==> src/rtl/fir_coeff_sequencer.sv <==
// Atomic shadow->active coefficient swap for the 4-tap FIR, qualified by sample_en, then a settle window.
// Optional FIR_COEFF_MUTE_EN: mute covers the swap edge through the last settle cycle; otherwise mute is tied low.
module fir_coeff_sequencer #(
    parameter int                     COEFF_WIDTH   = 16,
    parameter int                     SETTLE_CYCLES = 7,
    parameter logic [COEFF_WIDTH-1:0] RST_B0        = 16'h4000,
    parameter logic [COEFF_WIDTH-1:0] RST_B1        = 16'h0000,
    parameter logic [COEFF_WIDTH-1:0] RST_B2        = 16'h0000,
    parameter logic [COEFF_WIDTH-1:0] RST_B3        = 16'h0000
) (
    input  logic                   clk,
    input  logic                   rst,
    input  logic                   wr_en,
    input  logic [1:0]             wr_addr,
    input  logic [COEFF_WIDTH-1:0] wr_data,
    input  logic                   commit,
    input  logic                   sample_en,
    input  logic                   clr_err,
    output logic [COEFF_WIDTH-1:0] b0,
    output logic [COEFF_WIDTH-1:0] b1,
    output logic [COEFF_WIDTH-1:0] b2,
    output logic [COEFF_WIDTH-1:0] b3,
    output logic                   busy,
    output logic                   settling,
    output logic                   done,
    output logic [15:0]            swap_count,
    output logic                   err_sticky,
    output logic                   mute
);

    localparam int CNTW = (SETTLE_CYCLES > 1) ? $clog2(SETTLE_CYCLES) : 1;
    localparam logic [CNTW-1:0] CNT_INIT = CNTW'(SETTLE_CYCLES - 1);

    typedef enum logic [1:0] {
        IDLE    = 2'd0,
        PENDING = 2'd1,
        SETTLE  = 2'd2
    } state_t;

    state_t                 state, state_nxt;
    logic [CNTW-1:0]        cnt;
    logic [COEFF_WIDTH-1:0] sh0, sh1, sh2, sh3;
    logic                   swap, fin, wr_ok, err_set;

    always_comb begin
        state_nxt = state;
        swap      = 1'b0;
        fin       = 1'b0;
        case (state)
            IDLE:    if (commit) state_nxt = PENDING;
            PENDING: if (sample_en) begin
                         swap      = 1'b1;
                         state_nxt = SETTLE;
                     end
            SETTLE:  if (cnt == '0) begin
                         fin       = 1'b1;
                         state_nxt = IDLE;
                     end
            default: state_nxt = IDLE;
        endcase
    end

    // Writes are blocked only while a swap is armed, so the committed set cannot change under it.
    assign wr_ok   = wr_en && (state != PENDING);
    assign err_set = (wr_en && (state == PENDING)) || (commit && (state != IDLE));

    assign busy     = (state != IDLE);
    assign settling = (state == SETTLE);

    always_ff @(posedge clk) begin
        if (rst) begin
            state      <= IDLE;
            cnt        <= '0;
            done       <= 1'b0;
            err_sticky <= 1'b0;
            swap_count <= 16'd0;
            sh0 <= RST_B0; sh1 <= RST_B1; sh2 <= RST_B2; sh3 <= RST_B3;
            b0  <= RST_B0; b1  <= RST_B1; b2  <= RST_B2; b3  <= RST_B3;
        end else begin
            state <= state_nxt;
            done  <= fin;
            if (swap)
                cnt <= CNT_INIT;
            else if ((state == SETTLE) && (cnt != '0))
                cnt <= cnt - 1'b1;
            if (wr_ok) begin
                case (wr_addr)
                    2'd0:    sh0 <= wr_data;
                    2'd1:    sh1 <= wr_data;
                    2'd2:    sh2 <= wr_data;
                    default: sh3 <= wr_data;
                endcase
            end
            // All four taps load on the same edge so the FIR never sees a mixed set.
            if (swap) begin
                b0 <= sh0; b1 <= sh1; b2 <= sh2; b3 <= sh3;
                swap_count <= swap_count + 16'd1;
            end
            if (err_set)
                err_sticky <= 1'b1;
            else if (clr_err)
                err_sticky <= 1'b0;
        end
    end

`ifdef FIR_COEFF_MUTE_EN
    logic mute_q;
    always_ff @(posedge clk) begin
        if (rst)
            mute_q <= 1'b0;
        else if (swap)
            mute_q <= 1'b1;
        else if (fin)
            mute_q <= 1'b0;
    end
    assign mute = mute_q;
`else
    assign mute = 1'b0;
`endif

endmodule
==> config.mk <==
export PLATFORM = sky130hd
export DESIGN_NAME = fir_coeff_sequencer
export DESIGN_NICKNAME = d
export VERILOG_FILES = /design/src/rtl/fir_coeff_sequencer.sv
export SDC_FILE = /design/constraint.sdc
export NUM_CORES = 1
export LEC_CHECK = 0
export BUFFER_PORTS_ARGS = -buffer_cell sky130_fd_sc_hd__buf_2
export CORE_MARGIN = 3
export CORE_UTILIZATION = 40
export DETAILED_ROUTE_END_ITERATION = 10
export HOLD_SLACK_MARGIN = 0.02
export PLACE_DENSITY = 0.64
export SYNTH_ARGS = -nofsm -noshare
export SYNTH_HDL_FRONTEND = slang
export SYNTH_SLANG_ARGS = --single-unit
==> constraint.sdc <==
create_clock -name clk -period 4.22 [get_ports clk]
set_input_delay 1.055 -clock clk [delete_from_list [all_inputs] [get_ports clk]]
set_output_delay 1.055 -clock clk [all_outputs]
set_load 0.01 [all_outputs]
==> summary.md <==
| Metric | Value |
|---|---|
| Reg2reg start | state[1] |
| CTS root buf | clkbuf_16 |
| H-tree depth | 4 |
| Commonest cells after routing, fill and taps aside | dfxtp_1 (151), nand2_1 (137), buf_2 (106), a21oi_1 (74), nor2_1 (72) |
| Drt total wl | 12.8 mm |
| Worst-path clk slew | 0.06 ns |
| HPWL Detailed | 8.68 mm |
| CP bufs+invs | 1 |
| Crit path max-delay cell type | dfxtp_1 |
| Die area | 15200 µm² |
| Clock tree buffer depth | 2 |
| Gpl congestion | 0.793 |
| Switching power share of the total | 21.6% |
| Finished Core Util | 50.8% |
| Total chip power | 3180 µW |
| Crit. Startpoint | state[1] |
| Int Power | 2490 µW |
| Fin nets | 726 |
| Pwr per Cell Area | 469 nW/µm² |
| R2r worst-path depth | 4 |
| IO Pins | 109 |
| Setup Buffers After CTS | 0 |
| Worst min-delay path class | reg2reg |
| I/O Buffers | 107 |
| CTS Sinks | 151 |
| Hold_buf cts | 0 |
| Post-route ant nets | 0 |
| Clock power share | 48.8% |
| Commonest non-fill, non-tap cell in the layout | dfxtp_1 |
| Area grow syn2layout | 22.8% |
| First-pass iteration count of the detailed router | 5 |
| Post-cts repair resize count | 0 |
| ANT cells | 0 |
| Clock skew | 0.00561 ns |
| Mapped Nets | 635 |
| Synth Cell Area | 5520 µm² |
| Die Span Y | 123 µm |
| Routed vias/inst | 4.88 |
| Avg Inst Size Synth | 9.08 µm² |
| DRC violations left | 0 |
| Row count | 42 |
| Largest net degree at the start of global routing | 80 |
| Cell count after synthesis | 608 |
| Final setup viols | 0 |
| Area leader, netlist | dfxtp_1 |
| RSZ-0062 raised after global routing | no |
| Vias in the first global route | 4085 |
| R2r endpoint | sh3[8] |
| Wirelength per Cell | 14.4 µm |
| Yosys top cell area share | 54.7% |
| Initial antenna violation count | 0 |
| Inst Count DP | 856 |
| Minimum clock period | 2.37 ns |
| Slew Viols, Final | 0 |
| Vias | 4335 |
| Crit path arrival time | 1.32 ns |
| Post-Route Setup TNS | 0 ns |
| Worst Hold Depth | 2 |
| Yosys warns | 0 |
| F_max | 0.421 GHz |
| Share of cells above drive strength 1 | 21.3% |
| Skew-Pair Late Insertion Delay | 0.42 ns |
| Sequential fraction of the synthesis area | 54.7% |
| CTS tree | yes |
| Met2 Track Usage GR | 28.7% |
| Gate power share | 4.9% |
| Largest stage delay, worst path | 0.41 ns |
| Total CTS buffers | 17 |
| First-pass GRT wire length | 20.4 mm |
| GR Overflow Total | 0 |
| Hold Fails Final Rpt | 0 |
| Setup WS pre-CTS | 1.81 ns |
| Flop pwr share | 46.3% |
| First DRT Iteration DRCs | 200 |
| Worst path required time | 3.16 ns |
| Critical-path maximum fanout | 7 |
| GR Util All Layers | 17.3% |
| Crit path kind | reg2out |
| Switching power | 688 µW |
| Reg2reg setup slack | 2.27 ns |
| Slew margin rel. | 49.1% |
| Initial Util | 41.4% |
| Filler cells | 1293 |
| Post-route setup slack | 1.85 ns |
| CP Capture Type | output port |
| Synth unique cells | 41 |
| Met3 usage | 4.39% |
| Max Cap Viol | 0 |
| Critical path endpoint | settling |
| Worst path cell trace | nor2b_1 > buf_2 |
| Layout Cells excl Fill | 888 |
| Status | completed |
| Leakage | 0.00302 µW |
| VDD IR max | 0.000238 V |
| Yosys reg bits | 151 |
| Width of the die | 123 µm |
| Global route hottest layer | met2 |
| Core area | 13300 µm² |
| GR Util met1 | 21.6% |
| Synth top area cells | dfxtp_1 (55%), mux2i_1 (12%), nand2_1 (9.3%) |
| CP delay by family, top | flip-flops |
| Startpoint Class | flop |
| Worst-margin pin slew | 0.762 ns |
| Crit path depth | 2 |
| Crit share post-route | 56.3% |
## worst reg2reg max path: stages (launching register included)
cell and delay [ns]:
dfxtp_1 0.41, nand2b_1 0.28, nand4_2 0.64, mux2i_1 0.42
nor2_1 0.07
## kinds of logic after synthesis
logic type,share of synthesized area (%)
AOI/OAI and AO/OA,7.55
and+or+nand+nor,19.6
adders and majority gates,0.680
buffers and inverters,3.76
other,0.0679
xor gates and xnor gates,1.74
DFF,54.7
muxes,11.8
## layout make-up
type / count / area [µm²] / area share [%]
sequential: 151 / 3020 / 44.6
multi-input combinational: 413 / 2300 / 33.9
timing repair buffer: 113 / 608 / 8.97
clock buffer: 22 / 474 / 7.00
tap: 176 / 220 / 3.25
clock inverter: 10 / 143 / 2.10
inverter: 3 / 11.3 / 0.166
## power groups by stage
stage	logic, µW	clock network, µW	registers [µW]
final	157	1550	1470
after detailed placement	159	0	1500
after CTS	160	1580	1470
after global placement	155	0	1500
after global routing	174	1650	1470
after floorplan	105	0	1500
## registers in the layout (all words and copies together), names as in the netlist
register    count
b0             16
b1             16
b2             16
b3             16
cnt             3
done            1
err_sticky      1
sh0            16
sh1            16
sh2            16
sh3            16
state           2
swap_count     16
## how the worst min path moves through the flow
stage	from	to
after detailed placement	b3[5]	b3[5]
after CTS	b3[5]	b3[5]
final	sh2[14]	b2[14]
after global placement	sh1[7]	b1[7]
after floorplan	sh0[14]	b0[14]
after global routing	sh3[3]	b3[3]
## cell usage after synthesis, drive strengths merged
| cell type | instances |
|---|---|
| dfxtp | 151 |
| nand2 | 137 |
| a21oi | 74 |
| nor2 | 73 |
| mux2i | 64 |
| clkbuf | 21 |
| buf | 20 |
| nand3 | 6 |
| o21ai | 6 |
| xnor2 | 6 |
| or3 | 5 |
| xor2 | 5 |
| nand4 | 4 |
| nor3 | 4 |
| ha | 3 |
| inv | 3 |
| nand2b | 3 |
| nor2b | 3 |
| and3 | 2 |
| nand3b | 2 |
| nand4b | 2 |
| nor4 | 2 |
| or2 | 2 |
| a211o | 1 |
| and2 | 1 |
| and4 | 1 |
| and4b | 1 |
| and4bb | 1 |
| conb | 1 |
| mux2 | 1 |
| nor3b | 1 |
| o31ai | 1 |
| or4 | 1 |
## stage by stage
step / cell area, µm² / hold slack (ns)
5_1_grt: 6780 / 0.467
3_3_place_gp: 6160 / 0.437
6_report: 6780 / 0.449
2_1_floorplan: 5520 / 0.430
4_1_cts: 6780 / 0.452
3_5_place_dp: 6160 / 0.444
## metal layers
| metal | wire length, µm | vias up |
|---|---|---|
| met5 | 0 | - |
| met4 | 181 | 0 |
| met3 | 604 | 14 |
| met2 | 6340 | 83 |
| met1 | 5650 | 2047 |
| li1 | - | 2191 |
(Power assumes the default switching activity.)
